File: src/rtl/amstrad_mem_responder.sv
// Memory-side responder: serves CPU byte accesses and video word fetches from one shared
// 16-bit RAM over a req/ack handshake, with video priority and a transaction timeout.
module amstrad_mem_responder #(
   parameter logic [21:0] VID_BASE = 22'h000000,
   parameter int unsigned TIMEOUT  = 255,
   parameter int unsigned TO_W     = 8
) (
   input  logic        clk,
   input  logic        reset_n,
   input  logic [22:0] mem_addr,
   input  logic [7:0]  mem_dout,
   input  logic        mem_rd,
   input  logic        mem_wr,
   output logic [7:0]  mem_din,
   output logic        cpu_busy,
   input  logic [14:0] vram_addr,
   input  logic        vid_strobe,
   output logic [15:0] vram_din,
   output logic [21:0] ram_addr,
   output logic [15:0] ram_wdata,
   output logic [1:0]  ram_be,
   output logic        ram_we,
   output logic        ram_req,
   input  logic        ram_ack,
   input  logic [15:0] ram_rdata,
   output logic        timeout
);

   typedef enum logic [1:0] {StIdle, StVid, StCpu} state_e;

   localparam logic [TO_W-1:0] ToLast = TO_W'(TIMEOUT - 1);

   state_e            state_q, state_d;
   logic              rdwr_prev_q, rdwr_prev_d;
   logic              cpu_pend_q, cpu_pend_d;
   logic [22:0]       cpu_addr_q, cpu_addr_d;
   logic [7:0]        cpu_data_q, cpu_data_d;
   logic              cpu_wr_q, cpu_wr_d;
   logic              vid_pend_q, vid_pend_d;
   logic [14:0]       vid_addr_q, vid_addr_d;
   logic [TO_W-1:0]   to_cnt_q, to_cnt_d;
   logic [7:0]        mem_din_q, mem_din_d;
   logic [15:0]       vram_din_q, vram_din_d;
   logic [21:0]       ram_addr_q, ram_addr_d;
   logic [15:0]       ram_wdata_q, ram_wdata_d;
   logic [1:0]        ram_be_q, ram_be_d;
   logic              ram_we_q, ram_we_d;
   logic              ram_req_q, ram_req_d;
   logic              timeout_q, timeout_d;

   logic              rdwr;
   logic              cpu_start;
   logic              cpu_done;
   logic              vid_done;

   assign cpu_busy = cpu_pend_q | (state_q == StCpu);

   // Request capture; a CPU edge arriving while busy is dropped, not queued.
   always_comb begin
      rdwr        = mem_rd | mem_wr;
      cpu_start   = rdwr & ~rdwr_prev_q & ~cpu_busy;
      rdwr_prev_d = rdwr;

      cpu_pend_d  = cpu_start | (cpu_pend_q & ~cpu_done);
      cpu_addr_d  = cpu_start ? mem_addr : cpu_addr_q;
      cpu_data_d  = cpu_start ? mem_dout : cpu_data_q;
      cpu_wr_d    = cpu_start ? mem_wr   : cpu_wr_q;

      vid_pend_d  = vid_strobe | (vid_pend_q & ~vid_done);
      vid_addr_d  = vid_strobe ? vram_addr : vid_addr_q;
   end

   always_comb begin
      state_d     = state_q;
      to_cnt_d    = to_cnt_q;
      mem_din_d   = mem_din_q;
      vram_din_d  = vram_din_q;
      ram_addr_d  = ram_addr_q;
      ram_wdata_d = ram_wdata_q;
      ram_be_d    = ram_be_q;
      ram_we_d    = ram_we_q;
      ram_req_d   = ram_req_q;
      timeout_d   = timeout_q;
      cpu_done    = 1'b0;
      vid_done    = 1'b0;

      unique case (state_q)
         StIdle: begin
            if (vid_pend_q) begin
               state_d     = StVid;
               to_cnt_d    = '0;
               ram_req_d   = 1'b1;
               ram_we_d    = 1'b0;
               ram_be_d    = 2'b11;
               ram_wdata_d = 16'h0000;
               ram_addr_d  = VID_BASE + {7'd0, vid_addr_q};
            end else if (cpu_pend_q) begin
               state_d     = StCpu;
               to_cnt_d    = '0;
               ram_req_d   = 1'b1;
               ram_we_d    = cpu_wr_q;
               ram_be_d    = cpu_addr_q[0] ? 2'b10 : 2'b01;
               ram_wdata_d = {cpu_data_q, cpu_data_q};
               ram_addr_d  = cpu_addr_q[22:1];
            end
         end
         StVid, StCpu: begin
            if (ram_ack) begin
               state_d   = StIdle;
               ram_req_d = 1'b0;
               if (state_q == StVid) begin
                  vid_done   = 1'b1;
                  vram_din_d = ram_rdata;
               end else begin
                  cpu_done = 1'b1;
                  if (!cpu_wr_q) begin
                     mem_din_d = cpu_addr_q[0] ? ram_rdata[15:8] : ram_rdata[7:0];
                  end
               end
            end else if (to_cnt_q == ToLast) begin
               // Abort: read-data outputs are left untouched.
               state_d   = StIdle;
               ram_req_d = 1'b0;
               timeout_d = 1'b1;
               vid_done  = (state_q == StVid);
               cpu_done  = (state_q == StCpu);
            end else begin
               to_cnt_d = to_cnt_q + 1'b1;
            end
         end
         default: begin
            state_d   = StIdle;
            ram_req_d = 1'b0;
         end
      endcase
   end

   always_ff @(posedge clk) begin
      if (!reset_n) begin
         state_q     <= StIdle;
         rdwr_prev_q <= 1'b0;
         cpu_pend_q  <= 1'b0;
         cpu_addr_q  <= '0;
         cpu_data_q  <= '0;
         cpu_wr_q    <= 1'b0;
         vid_pend_q  <= 1'b0;
         vid_addr_q  <= '0;
         to_cnt_q    <= '0;
         mem_din_q   <= '0;
         vram_din_q  <= '0;
         ram_addr_q  <= '0;
         ram_wdata_q <= '0;
         ram_be_q    <= '0;
         ram_we_q    <= 1'b0;
         ram_req_q   <= 1'b0;
         timeout_q   <= 1'b0;
      end else begin
         state_q     <= state_d;
         rdwr_prev_q <= rdwr_prev_d;
         cpu_pend_q  <= cpu_pend_d;
         cpu_addr_q  <= cpu_addr_d;
         cpu_data_q  <= cpu_data_d;
         cpu_wr_q    <= cpu_wr_d;
         vid_pend_q  <= vid_pend_d;
         vid_addr_q  <= vid_addr_d;
         to_cnt_q    <= to_cnt_d;
         mem_din_q   <= mem_din_d;
         vram_din_q  <= vram_din_d;
         ram_addr_q  <= ram_addr_d;
         ram_wdata_q <= ram_wdata_d;
         ram_be_q    <= ram_be_d;
         ram_we_q    <= ram_we_d;
         ram_req_q   <= ram_req_d;
         timeout_q   <= timeout_d;
      end
   end

   assign mem_din   = mem_din_q;
   assign vram_din  = vram_din_q;
   assign ram_addr  = ram_addr_q;
   assign ram_wdata = ram_wdata_q;
   assign ram_be    = ram_be_q;
   assign ram_we    = ram_we_q;
   assign ram_req   = ram_req_q;
   assign timeout   = timeout_q;

endmodule

File: config.mk
export PLATFORM = sky130hd
export DESIGN_NAME = amstrad_mem_responder
export DESIGN_NICKNAME = d
export VERILOG_FILES = /design/src/rtl/amstrad_mem_responder.sv
export SDC_FILE = /design/constraint.sdc
export NUM_CORES = 1
export LEC_CHECK = 0
export ABC_CLOCK_PERIOD_IN_PS = 1800
export BUFFER_PORTS_ARGS = -buffer_cell sky130_fd_sc_hd__buf_2
export CAP_MARGIN = 20
export CORE_MARGIN = 2
export CORE_UTILIZATION = 25
export CTS_CLUSTER_DIAMETER = 120
export DETAILED_ROUTE_END_ITERATION = 6
export PLACE_DENSITY = 0.48
export SYNTH_ARGS = -nofsm -noshare
export SYNTH_HDL_FRONTEND = slang
export SYNTH_SLANG_ARGS = --single-unit
File: constraint.sdc
create_clock -name clk -period 1.8 [get_ports clk]
set_input_delay 0.27 -clock clk [delete_from_list [all_inputs] [get_ports clk]]
set_output_delay 0.27 -clock clk [all_outputs]
set_load 0.05 [all_outputs]
==> run_results.csv, run 1 <==
group,metric,value,unit
status,outcome,"finished, final reports clean",
yosys,synthesis.nets,611,
grt,grt_max_degree,43,
timing,tightest_slew,0.601,ns
cells_and_area,fin_cells,952,
grt,overflow,0,
critical_path,start_kind,"flop",
drt,routed_wl,13.6,mm
drt,wl_per_cell,14.3,um
timing,timing.final.max_slew_violations,0,
timing,post-route-min-period,1.73,ns
timing,grt_setup_unrepaired,"no",
die,die_y,145,um
clock_network,cts.clk_slew.worst_paths,0.05,ns
critical_path,path_cells,"inv_2, ha_4, and2b_2, o221ai_4, or4_4, a21oi_2",
cells_and_area,drive_above_1_share,30.5,%
clock_network,cts_max_path_buffers,2,
clock_network,cts_tree,"yes",
cells_and_area,seq_area,2380,um^2
drt,drt_iter0_markers,207,
hold_path,hold_class,"input pin to flop",
drt,vias,4245,
cells_and_area,multiInputGateArea,2400,um^2
die,die-area,20900,um^2
critical_path,crit_slowest_cell,"or4_4",
yosys,ys_warn_count,0,
yosys,postSynthAreaPerCell,9.18,um^2
timing,holdWs,0.101,ns
yosys,ys_seq_elements,119,
timing,finClkSkew,0.00649,ns
critical_path,worstSetupPathType,"flop to flop",
drt,final_antenna_net_count,0,
cells_and_area,area_delta_synth_final,35.7,%
yosys,synth-edff-count,0,
yosys,yosysSeqAreaShare,48.2,%
yosys,syn_area,4940,um^2
die,core-area,19400,um^2
timing,setup-tns-final,0,ns
die,rows,51,
cells_and_area,final_common_cell,"nand2_1",
clock_network,numCtsBuffers,17,
die,start_util,25.5,%
clock_network,clock_sink_count,119,
grt,antenna_found_initial,2,
critical_path,crit_path_max_fanout,6,
grt,grt_pass1_wl,21.3,mm
die,io_pins,136,
cells_and_area,fillers,2046,
timing,relSlewSlack,59.9,%
yosys,synth_ff_type,"dfxtp_1",
timing,period_share,95.8,%
clock_network,clock_tree.root_cell,"clkbuf_16",
drt,drc,0,
place,gp_congestion,0.798,
drt,via_per_inst,4.46,
clock_network,cts_hold_buf,0,
pwr,p_leak,3.04,nW
yosys,ys_types,36,
cells_and_area,fin_nets,745,
clock_network,htreeDepth,4,
timing,fmax,580,MHz
drt,dr.pass1.iters,4,
critical_path,path_buf_inv,1,
timing,hold_viol,0,
place,portBuffers,135,
yosys,syn_inst,538,
critical_path,worstPathArrival,2.07,ns
grt,grt.total_usage,13.2,%
run,cap_violations,0,
grt,grt_pass1_vias,4198,
pwr,power_density,1200,nW/um^2
cells_and_area,final_cell_mix,"nand2_1, buf_2, dfxtp_1, mux2i_1, a21boi_0",
place,dp_hpwl,9.60,mm
place,dp.cells,915,
critical_path,crit_family,"simple AND/OR/NAND/NOR gates",
cells_and_area,final_util,34.5,%
clock_network,clock_latency,0.41,ns
pwr,ir_worst_vdd,0.000660,V
timing,finalSetupViolCount,0,
pwr,p_total,8.02,mW
critical_path,max_stage_delay,0.44,ns
critical_path,cp-end-kind,"flop",
critical_path,cp.required,2.14,ns
yosys,async_flop_share,0,%
die,dieWidth,145,um
synthesized netlist by cell type, types with 2 or more instances:
| cell | number | area (um^2) |
|---|---|---|
| a21boi_1 | 31 | 233 |
| o21a_1 | 3 | 22.5 |
| inv_1 | 8 | 30.0 |
| a21boi_0 | 33 | 248 |
| mux2i_1 | 38 | 380 |
| ha_1 | 5 | 62.6 |
| o21ai_0 | 5 | 25.0 |
| dfxtp_1 | 119 | 2380 |
| o21ai_1 | 2 | 10.0 |
| o31ai_1 | 5 | 37.5 |
| nand3b_1 | 17 | 128 |
| buf_4 | 9 | 67.6 |
| nor3_2 | 2 | 20.0 |
| buf_2 | 4 | 20.0 |
| nor2_1 | 6 | 22.5 |
| nor3b_1 | 2 | 15.0 |
| or3_1 | 2 | 12.5 |
| nand3_1 | 4 | 20.0 |
| nor2b_1 | 17 | 106 |
| o211a_1 | 26 | 260 |
| or4_1 | 5 | 37.5 |
| nand2_1 | 140 | 526 |
| nand4_1 | 2 | 12.5 |
| a21oi_1 | 8 | 40.0 |
| or2_1 | 2 | 12.5 |
| clkbuf_1 | 33 | 124 |
metrics by stage:
step,area [um^2],setup WS [ns]
2_1_floorplan,4940,-0.0122
3_3_place_gp,6000,0.0184
3_5_place_dp,6000,-0.0540
4_1_cts,6620,0.0114
5_1_grt,6700,0.00833
6_report,6700,0.0747
repair_timing:
| action | in CTS | in global routing |
|---|---|---|
| pin swaps | 0 | 4 |
| cloned | 0 | 1 |
| setup buffers | 0 | 2 |
| gates resized for setup | 6 | 13 |
| endpoints found under the setup margin | 7 | 41 |
metal layers:
metal / routed length [um] / vias to the layer above / GRT usage, % / part of all wire (%)
met5: 0 / - / 0 / 0
met4: 177 / 0 / 4.60 / 1.3
met3: 830 / 15 / 4.77 / 6.1
met2: 6440 / 101 / 21.5 / 47
met1: 6140 / 2019 / 16.1 / 45
li1: - / 2110 / - / -
cell families (layout without fill, tap and decap cells):
family,Yosys count,count (layout),share of synthesized area [%]
AO/OA/AOI/OAI,118,119,18.7
multiplexers,38,38,7.70
AND/OR/NAND/NOR,203,203,19.0
flip-flops,119,119,48.2
other,0,2,0
adder cells (fa/ha/maj),5,5,1.27
buffers and inverters,54,200,4.89
XOR/XNOR,1,1,0.177
report_power, final:
| group | switching (mW) | total (mW) | internal, mW |
|---|---|---|---|
| combinational | 1.10 | 1.71 | 0.609 |
| sequential | 0.130 | 2.99 | 2.86 |
| clock | 1.22 | 3.33 | 2.11 |
area by class of cell:
type,count,share of cell area (%)
Antenna cell,2,0.0747
Multi-Input combinational cell,366,35.9
Sequential cell,119,35.6
Clock buffer,21,6.87
Timing Repair Buffer,160,14.4
Inverter,8,0.448
Clock inverter,11,1.85
Tap cell,265,4.95
state kept, by name, summed over array words and instances, names as in the netlist, 2 cells and up:
| name | flops |
|---|---|
| cpu_data_q | 8 |
| vid_addr_q | 15 |
| vram_din | 16 |
| ram_be | 2 |
| ram_addr | 22 |
| ram_wdata | 8 |
| to_cnt_q | 8 |
| state_q | 2 |
| mem_din | 8 |
| cpu_addr_q | 23 |
worst paths after layout:
path                            endpoint  cells after the start  slack [ns]                         from
max             to_cnt_q[4]$_SDFFE_PN0P_                      6        0.07      state_q[1]$_SDFFE_PN0P_
min          cpu_addr_q[16]$_SDFFE_PN0P_                      3        0.10                 mem_addr[16]
max reg2reg     to_cnt_q[4]$_SDFFE_PN0P_                      6        0.07      state_q[1]$_SDFFE_PN0P_
min reg2reg  cpu_addr_q[16]$_SDFFE_PN0P_                      2        0.45  cpu_addr_q[16]$_SDFFE_PN0P_
tightest hold or removal path, cell delays in order:
cell      delay [ns]
buf_2           0.10
nand2_1         0.05
a21boi_1        0.05
(Power assumes the default switching activity.)
==> inputs of run 2 (changes only) <==
--- a/config.mk
+++ b/config.mk
@@ -8,8 +8,9 @@
 export ABC_CLOCK_PERIOD_IN_PS = 1800
 export BUFFER_PORTS_ARGS = -buffer_cell sky130_fd_sc_hd__buf_2
 export CAP_MARGIN = 20
-export CORE_MARGIN = 2
+export CORE_MARGIN = 5
 export CORE_UTILIZATION = 25
+export CTS_BUF_LIST = sky130_fd_sc_hd__clkbuf_2
 export CTS_CLUSTER_DIAMETER = 120
 export DETAILED_ROUTE_END_ITERATION = 6
 export PLACE_DENSITY = 0.48
==> run 2 against run 1 <==
Net effect:
- the flow now finishes with violations (setup timing)
- clock skew is 0.024 ns higher
- worst setup slack worse by 0.27 ns
- combinational power is 12% higher
- via count is 6.7% higher
- worst hold slack better by 0.27 ns
- clock power is 38% lower
- total power is 13% lower
==> run_results.csv, run 2 (synthesized netlist as in run 1, its figures left out) <==
group,metric,value,unit
critical_path,max_stage_delay,0.42,ns
drt,final_antenna_net_count,0,
grt,grt_max_degree,67,
die,core-area,19500,um^2
timing,finClkSkew,0.0302,ns
die,rows,51,
clock_network,clock_tree.root_cell,"clkbuf_2",
clock_network,clock_latency,0.66,ns
pwr,ir_worst_vdd,0.000366,V
clock_network,clock_sink_count,119,
run,cap_violations,0,
place,gp_congestion,0.792,
timing,post-route-min-period,2.00,ns
place,dp_hpwl,9.90,mm
clock_network,numCtsBuffers,17,
grt,antenna_found_initial,1,
drt,vias,4530,
timing,worst_slack,-0.196,ns
drt,via_per_inst,4.43,
critical_path,cp.required,2.39,ns
timing,grt_setup_unrepaired,"yes",
timing,hold_viol,0,
cells_and_area,seq_area,2390,um^2
clock_network,cts_tree,"yes",
pwr,combPwrFrac,27.5,%
die,die_y,151,um
cells_and_area,largest_register_ffs,23,
critical_path,crit_path_max_fanout,6,
drt,drc,0,
timing,finalSetupViolCount,9,
critical_path,path_cells,"inv_2, buf_4, buf_6, ha_4, and2b_2, o221ai_4, buf_12, or4_1, a21oi_1",
cells_and_area,final_util,36.8,%
cells_and_area,final_common_cell,"nand2_1",
cells_and_area,fillers,1987,
grt,overflow,0,
status,violations,"setup timing",
drt,wl_per_cell,14.5,um
pwr,p_seq_share,42.8,%
cells_and_area,multiInputGateArea,2410,um^2
place,portBuffers,135,
pwr,clkPwrFrac,29.7,%
timing,tightest_slew,0.693,ns
die,die-area,22700,um^2
critical_path,worstPathArrival,2.59,ns
die,start_util,25.4,%
critical_path,start_kind,"flop",
cells_and_area,largest_register,"cpu_addr_q",
cells_and_area,fin_nets,816,
cells_and_area,area_delta_synth_final,44.9,%
pwr,power.switching,2.32,mW
timing,setup-tns-final,-1.17,ns
grt,grt_pass1_wl,23.5,mm
critical_path,worstSetupPathType,"flop to flop",
hold_path,hold_class,"input pin to flop",
drt,dr.pass1.iters,4,
pwr,power_density,974,nW/um^2
grt,grt.total_usage,13.2,%
timing,period_share,111,%
clock_network,cts.clk_slew.worst_paths,0.20,ns
critical_path,cp-end-kind,"flop",
cells_and_area,drive_above_1_share,28.8,%
timing,fmax,501,MHz
clock_network,htreeDepth,4,
critical_path,crit_slowest_cell,"or4_1",
pwr,swShare,33.3,%
grt,grt_pass1_vias,4714,
status,outcome,"finished with violations",
pwr,p_total,6.97,mW
clock_network,cts_max_path_buffers,2,
die,io_pins,136,
pwr,p_leak,3.23,nW
die,dieWidth,151,um
timing,relSlewSlack,53.5,%
drt,routed_wl,14.8,mm
cells_and_area,final_cell_mix,"nand2_1, buf_2, dfxtp_1, dlygate4sd3_1, mux2i_1",
drt,drt_iter0_markers,180,
pwr,internal_power,4.65,mW
timing,timing.final.max_slew_violations,0,
[run 2: final cells by class]
class,instances,share of cell area (%)
inverters,8,0.420
multi-input cells,365,33.7
clock inverters,15,2.90
repair buffers,232,23.7
well taps,265,4.63
clock buffers,17,1.19
flip-flops and latches,119,33.3
diodes,2,0.0699
[run 2: worst max-delay path, delay by kind of cell (launching register included)]
kind / cells / cell delay, ns
AND/OR/NAND/NOR: 2 / 0.60
flip-flops: 1 / 0.36
adder cells (fa/ha/maj): 1 / 0.28
buffers and inverters: 4 / 0.45
AO/OA/AOI/OAI: 2 / 0.27
[run 2: power groups by stage]
stage | clock (mW) | combinational (mW) | sequential [mW]
detailed placement | 0 | 1.64 | 3.04
global placement | 0 | 1.62 | 3.03
floorplan | 0 | 0.729 | 3.41
global route | 2.30 | 2.07 | 3.02
CTS | 2.18 | 1.88 | 2.99
finish | 2.07 | 1.92 | 2.99
[run 2: what timing repair did]
| item | in CTS | in global routing |
|---|---|---|
| endpoints found under the hold margin | 81 | 0 |
| resized for setup | 16 | 17 |
| pin swaps | 10 | 5 |
| hold buffers | 68 | 0 |
| setup endpoints to repair | 7 | 11 |
| setup buffers | 6 | 2 |
[run 2: stage by stage]
stage | cell area (um^2) | instances | hold WS (ns) | worst slack, ns
2_1_floorplan | 4940 | 538 | 0.405 | -0.0122
3_3_place_gp | 5980 | 913 | 0.439 | 0.0388
3_5_place_dp | 5980 | 913 | 0.445 | -0.0227
4_1_cts | 7080 | 1019 | 0.258 | -0.216
5_1_grt | 7160 | 1022 | 0.242 | -0.249
6_report | 7160 | 1023 | 0.374 | -0.196
[run 2: path summary, 6_finish.rpt]
path,start,to,slack (ns),cells after the start
min reg2reg,cpu_data_q[7]$_SDFFE_PN0P_,cpu_data_q[7]$_SDFFE_PN0P_,0.46,2
max reg2reg,state_q[0]$_SDFFE_PN0P_,to_cnt_q[6]$_SDFFE_PN0P_,-0.20,9
min,mem_dout[2],cpu_data_q[2]$_SDFFE_PN0P_,0.37,4
max,state_q[0]$_SDFFE_PN0P_,to_cnt_q[6]$_SDFFE_PN0P_,-0.20,9
[run 2: metal layers]
| layer | wire length (um) | up-vias | share of wire, % | global-route usage [%] |
|---|---|---|---|---|
| met5 | 0 | - | 0 | 0 |
| met4 | 250 | 0 | 1.7 | 5.03 |
| met3 | 844 | 14 | 5.7 | 4.73 |
| met2 | 7250 | 113 | 49 | 22.2 |
| met1 | 6470 | 2161 | 44 | 15.5 |
| li1 | - | 2242 | - | - |
==> inputs of run 3 (changes only) <==
--- a/config.mk
+++ b/config.mk
@@ -5,6 +5,7 @@
 export SDC_FILE = /design/constraint.sdc
 export NUM_CORES = 1
 export LEC_CHECK = 0
+export ABC_AREA = 1
 export ABC_CLOCK_PERIOD_IN_PS = 1800
 export BUFFER_PORTS_ARGS = -buffer_cell sky130_fd_sc_hd__buf_2
 export CAP_MARGIN = 20
==> run 3 against run 2 <==
Net effect:
- the run now ends clean
- critical path depth shrank 4
- final area shrank 5.6%
- sequential power grew 2%
- highest routed layer unchanged
- register-to-register slack gained 0.29 ns
- largest power group unchanged
- fmax grew 12%
==> run_results.csv, run 3 <==
group,metric,value,unit
clock_network,cts.clk_slew.worst_paths,0.20,ns
yosys,synth-edff-count,0,
timing,setup-tns-final,0,ns
drt,via_per_inst,4.30,
grt,grt_pass1_vias,4440,
status,outcome,"finished, final reports clean",
grt,grt_pass1_wl,22.8,mm
die,die-area,21900,um^2
cells_and_area,final_cell_mix,"buf_2, dfxtp_1, nor2_1, o21ai_0, dlygate4sd3_1",
cells_and_area,fin_cells,1065,
grt,grt.total_usage,12.9,%
cells_and_area,drive_above_1_share,25.1,%
drt,wl_per_cell,13.3,um
die,dieWidth,148,um
timing,fmax,560,MHz
timing,post-route-min-period,1.79,ns
grt,overflow,0,
yosys,ys_warn_count,0,
die,start_util,25.4,%
grt,antenna_found_initial,1,
drt,drt_iter0_markers,170,
drt,final_antenna_net_count,0,
timing,finClkSkew,0.0267,ns
timing,tightest_slew,0.630,ns
drt,routed_wl,14.2,mm
cells_and_area,area_delta_synth_final,41.6,%
drt,vias,4584,
clock_network,clock_sink_count,119,
critical_path,start_kind,"flop",
cells_and_area,final_util,36.0,%
yosys,async_flop_share,0,%
hold_path,holdPathStages,4,
yosys,synth.most_common_cell,"dfxtp_1",
pwr,power.switching,2.41,mW
pwr,power_density,950,nW/um^2
clock_network,cts_max_path_buffers,2,
timing,hold_viol,0,
clock_network,numCtsBuffers,17,
pwr,internal_power,4.01,mW
cells_and_area,largest_register,"cpu_addr_q",
yosys,ys_types,31,
pwr,p_seq_share,47.6,%
yosys,ys_seq_elements,119,
critical_path,rr_worst_depth,3,
critical_path,cp-end-kind,"output port",
pwr,ir_worst_vdd,0.000388,V
critical_path,crit_path_max_fanout,2,
pwr,clkPwrFrac,24.2,%
critical_path,worstPathArrival,1.52,ns
cells_and_area,fin_nets,890,
place,gp_congestion,0.724,
grt,grt_max_degree,44,
yosys,yosysTopAreaCell,"dfxtp_1",
die,core-area,18800,um^2
drt,drc,0,
yosys,yosys-top-cells-count,"dfxtp_1, nor2_1, o21ai_0",
timing,timing.final.max_slew_violations,0,
clock_network,htreeDepth,4,
drt,dr.pass1.iters,4,
pwr,p_leak,2.95,nW
timing,relSlewSlack,57.9,%
timing,grt_setup_unrepaired,"yes",
yosys,synthesis.nets,678,
yosys,synth_top_area_share,49.9,%
yosys,syn_inst,605,
clock_network,cts_tree,"yes",
critical_path,worstSetupPathType,"flop to output port",
die,io_pins,136,
place,portBuffers,135,
timing,period_share,99.2,%
cells_and_area,final_common_cell,"buf_2",
yosys,syn_area,4770,um^2
hold_path,hold_class,"input pin to flop",
critical_path,cp.required,1.53,ns
clock_network,clock_tree.root_cell,"clkbuf_2",
cells_and_area,largest_register_ffs,23,
die,rows,50,
die,die_y,148,um
cells_and_area,fillers,2042,
pwr,swShare,37.5,%
yosys,yosysSeqAreaShare,49.9,%
place,dp.cells,941,
yosys,synth_ff_type,"dfxtp_1",
place,dp_hpwl,9.13,mm
run,cap_violations,0,
clock_network,clock_latency,0.68,ns
yosys,postSynthAreaPerCell,7.89,um^2
pwr,combPwrFrac,28.2,%
timing,finalSetupViolCount,0,
yosys,synth.area.top_cells,"dfxtp_1, o21ai_0, nor2_1",
## run 3: changes by cell type after synthesis, moves of 24 or more
| cell | delta |
|---|---|
| nor2_1 | +104 |
| mux2i_1 | -30 |
| a21oi_1 | +43 |
| o211a_1 | -26 |
| o21ai_0 | +81 |
| a21boi_1 | -31 |
| a21boi_0 | -33 |
| nand2_1 | -63 |
| inv_1 | +24 |
## run 3: repair_timing
| item | in CTS | in global routing |
|---|---|---|
| hold buffers | 85 | 0 |
| cloned | 0 | 1 |
| endpoints found under the hold margin | 74 | 0 |
| setup buffers | 3 | 2 |
| pin swaps | 1 | 2 |
| setup endpoints to repair | 1 | 23 |
| resized for setup | 9 | 4 |
## run 3: per-stage QoR
step | power (mW) | hold WS (ns) | cell area, um^2 | worst slack [ns]
3_5_place_dp | 4.72 | 0.434 | 5620 | 0.165
4_1_cts | 6.51 | 0.247 | 6720 | -0.120
6_report | 6.42 | 0.339 | 6750 | 0.0145
3_3_place_gp | 4.73 | 0.432 | 5620 | 0.184
2_1_floorplan | 4.28 | 0.405 | 4770 | 0.174
5_1_grt | 6.85 | 0.243 | 6750 | -0.140
## run 3: area by class of cell
cell class                      count  area, um^2  share of cell area (%)
Clock inverter                     13         108                    1.59
Tap cell                          234         293                    4.33
Clock buffer                       19        95.1                    1.41
Multi-Input combinational cell    403        2000                    29.6
Timing Repair Buffer              237        1710                    25.4
Inverter                           39         156                    2.32
Sequential cell                   119        2380                    35.3
Antenna cell                        1        2.50                  0.0371
## run 3: power by group through the flow
stage	Sequential (mW)	Clock [mW]	Combinational, mW
4_1_cts	3.06	1.65	1.81
3_5_place_dp	3.11	0	1.62
6_report	3.06	1.55	1.81
2_1_floorplan	3.47	0	0.819
5_1_grt	3.10	1.77	1.99
3_3_place_gp	3.11	0	1.61
## run 3: final timing paths
check	start	slack, ns	endpoint
worst min register to register	vram_din[10]$_SDFFE_PN0P_	0.45	vram_din[10]$_SDFFE_PN0P_
worst min-delay path	mem_dout[0]	0.34	cpu_data_q[0]$_SDFFE_PN0P_
worst max register to register	cpu_addr_q[0]$_SDFFE_PN0P_	0.09	mem_din[1]$_SDFFE_PN0P_
worst max-delay path	state_q[0]$_SDFFE_PN0P_	0.01	cpu_busy
## run 3: worst max-delay path, cell delays in order (launching register included)
cell     delay [ns]
dfxtp_2        0.37
inv_2          0.05
ha_4           0.16
nor2_4         0.07
inv_2          0.05
buf_8          0.14
## run 3: metal layers
metal / share of wire (%) / track usage [%] / vias up
li1: - / - / 2415
met1: 49 / 17.4 / 2046
met2: 45 / 20.1 / 110
met3: 4.9 / 3.66 / 13
met4: 1.2 / 4.02 / 0
met5: 0 / 0 / -
## run 3: cells by family (layout without fill, tap and decap cells)
kind of cell	after synthesis	after routing	share of synthesized area (%)
DFF	119	119	49.9
xor gates and xnor gates	2	2	0.367
AOI/OAI and AO/OA	160	160	17.3
buffers and inverters	84	308	8.71
adders and majority gates	5	5	1.31
other	0	1	0
and+or+nand+nor	227	228	20.7
muxes	8	8	1.68
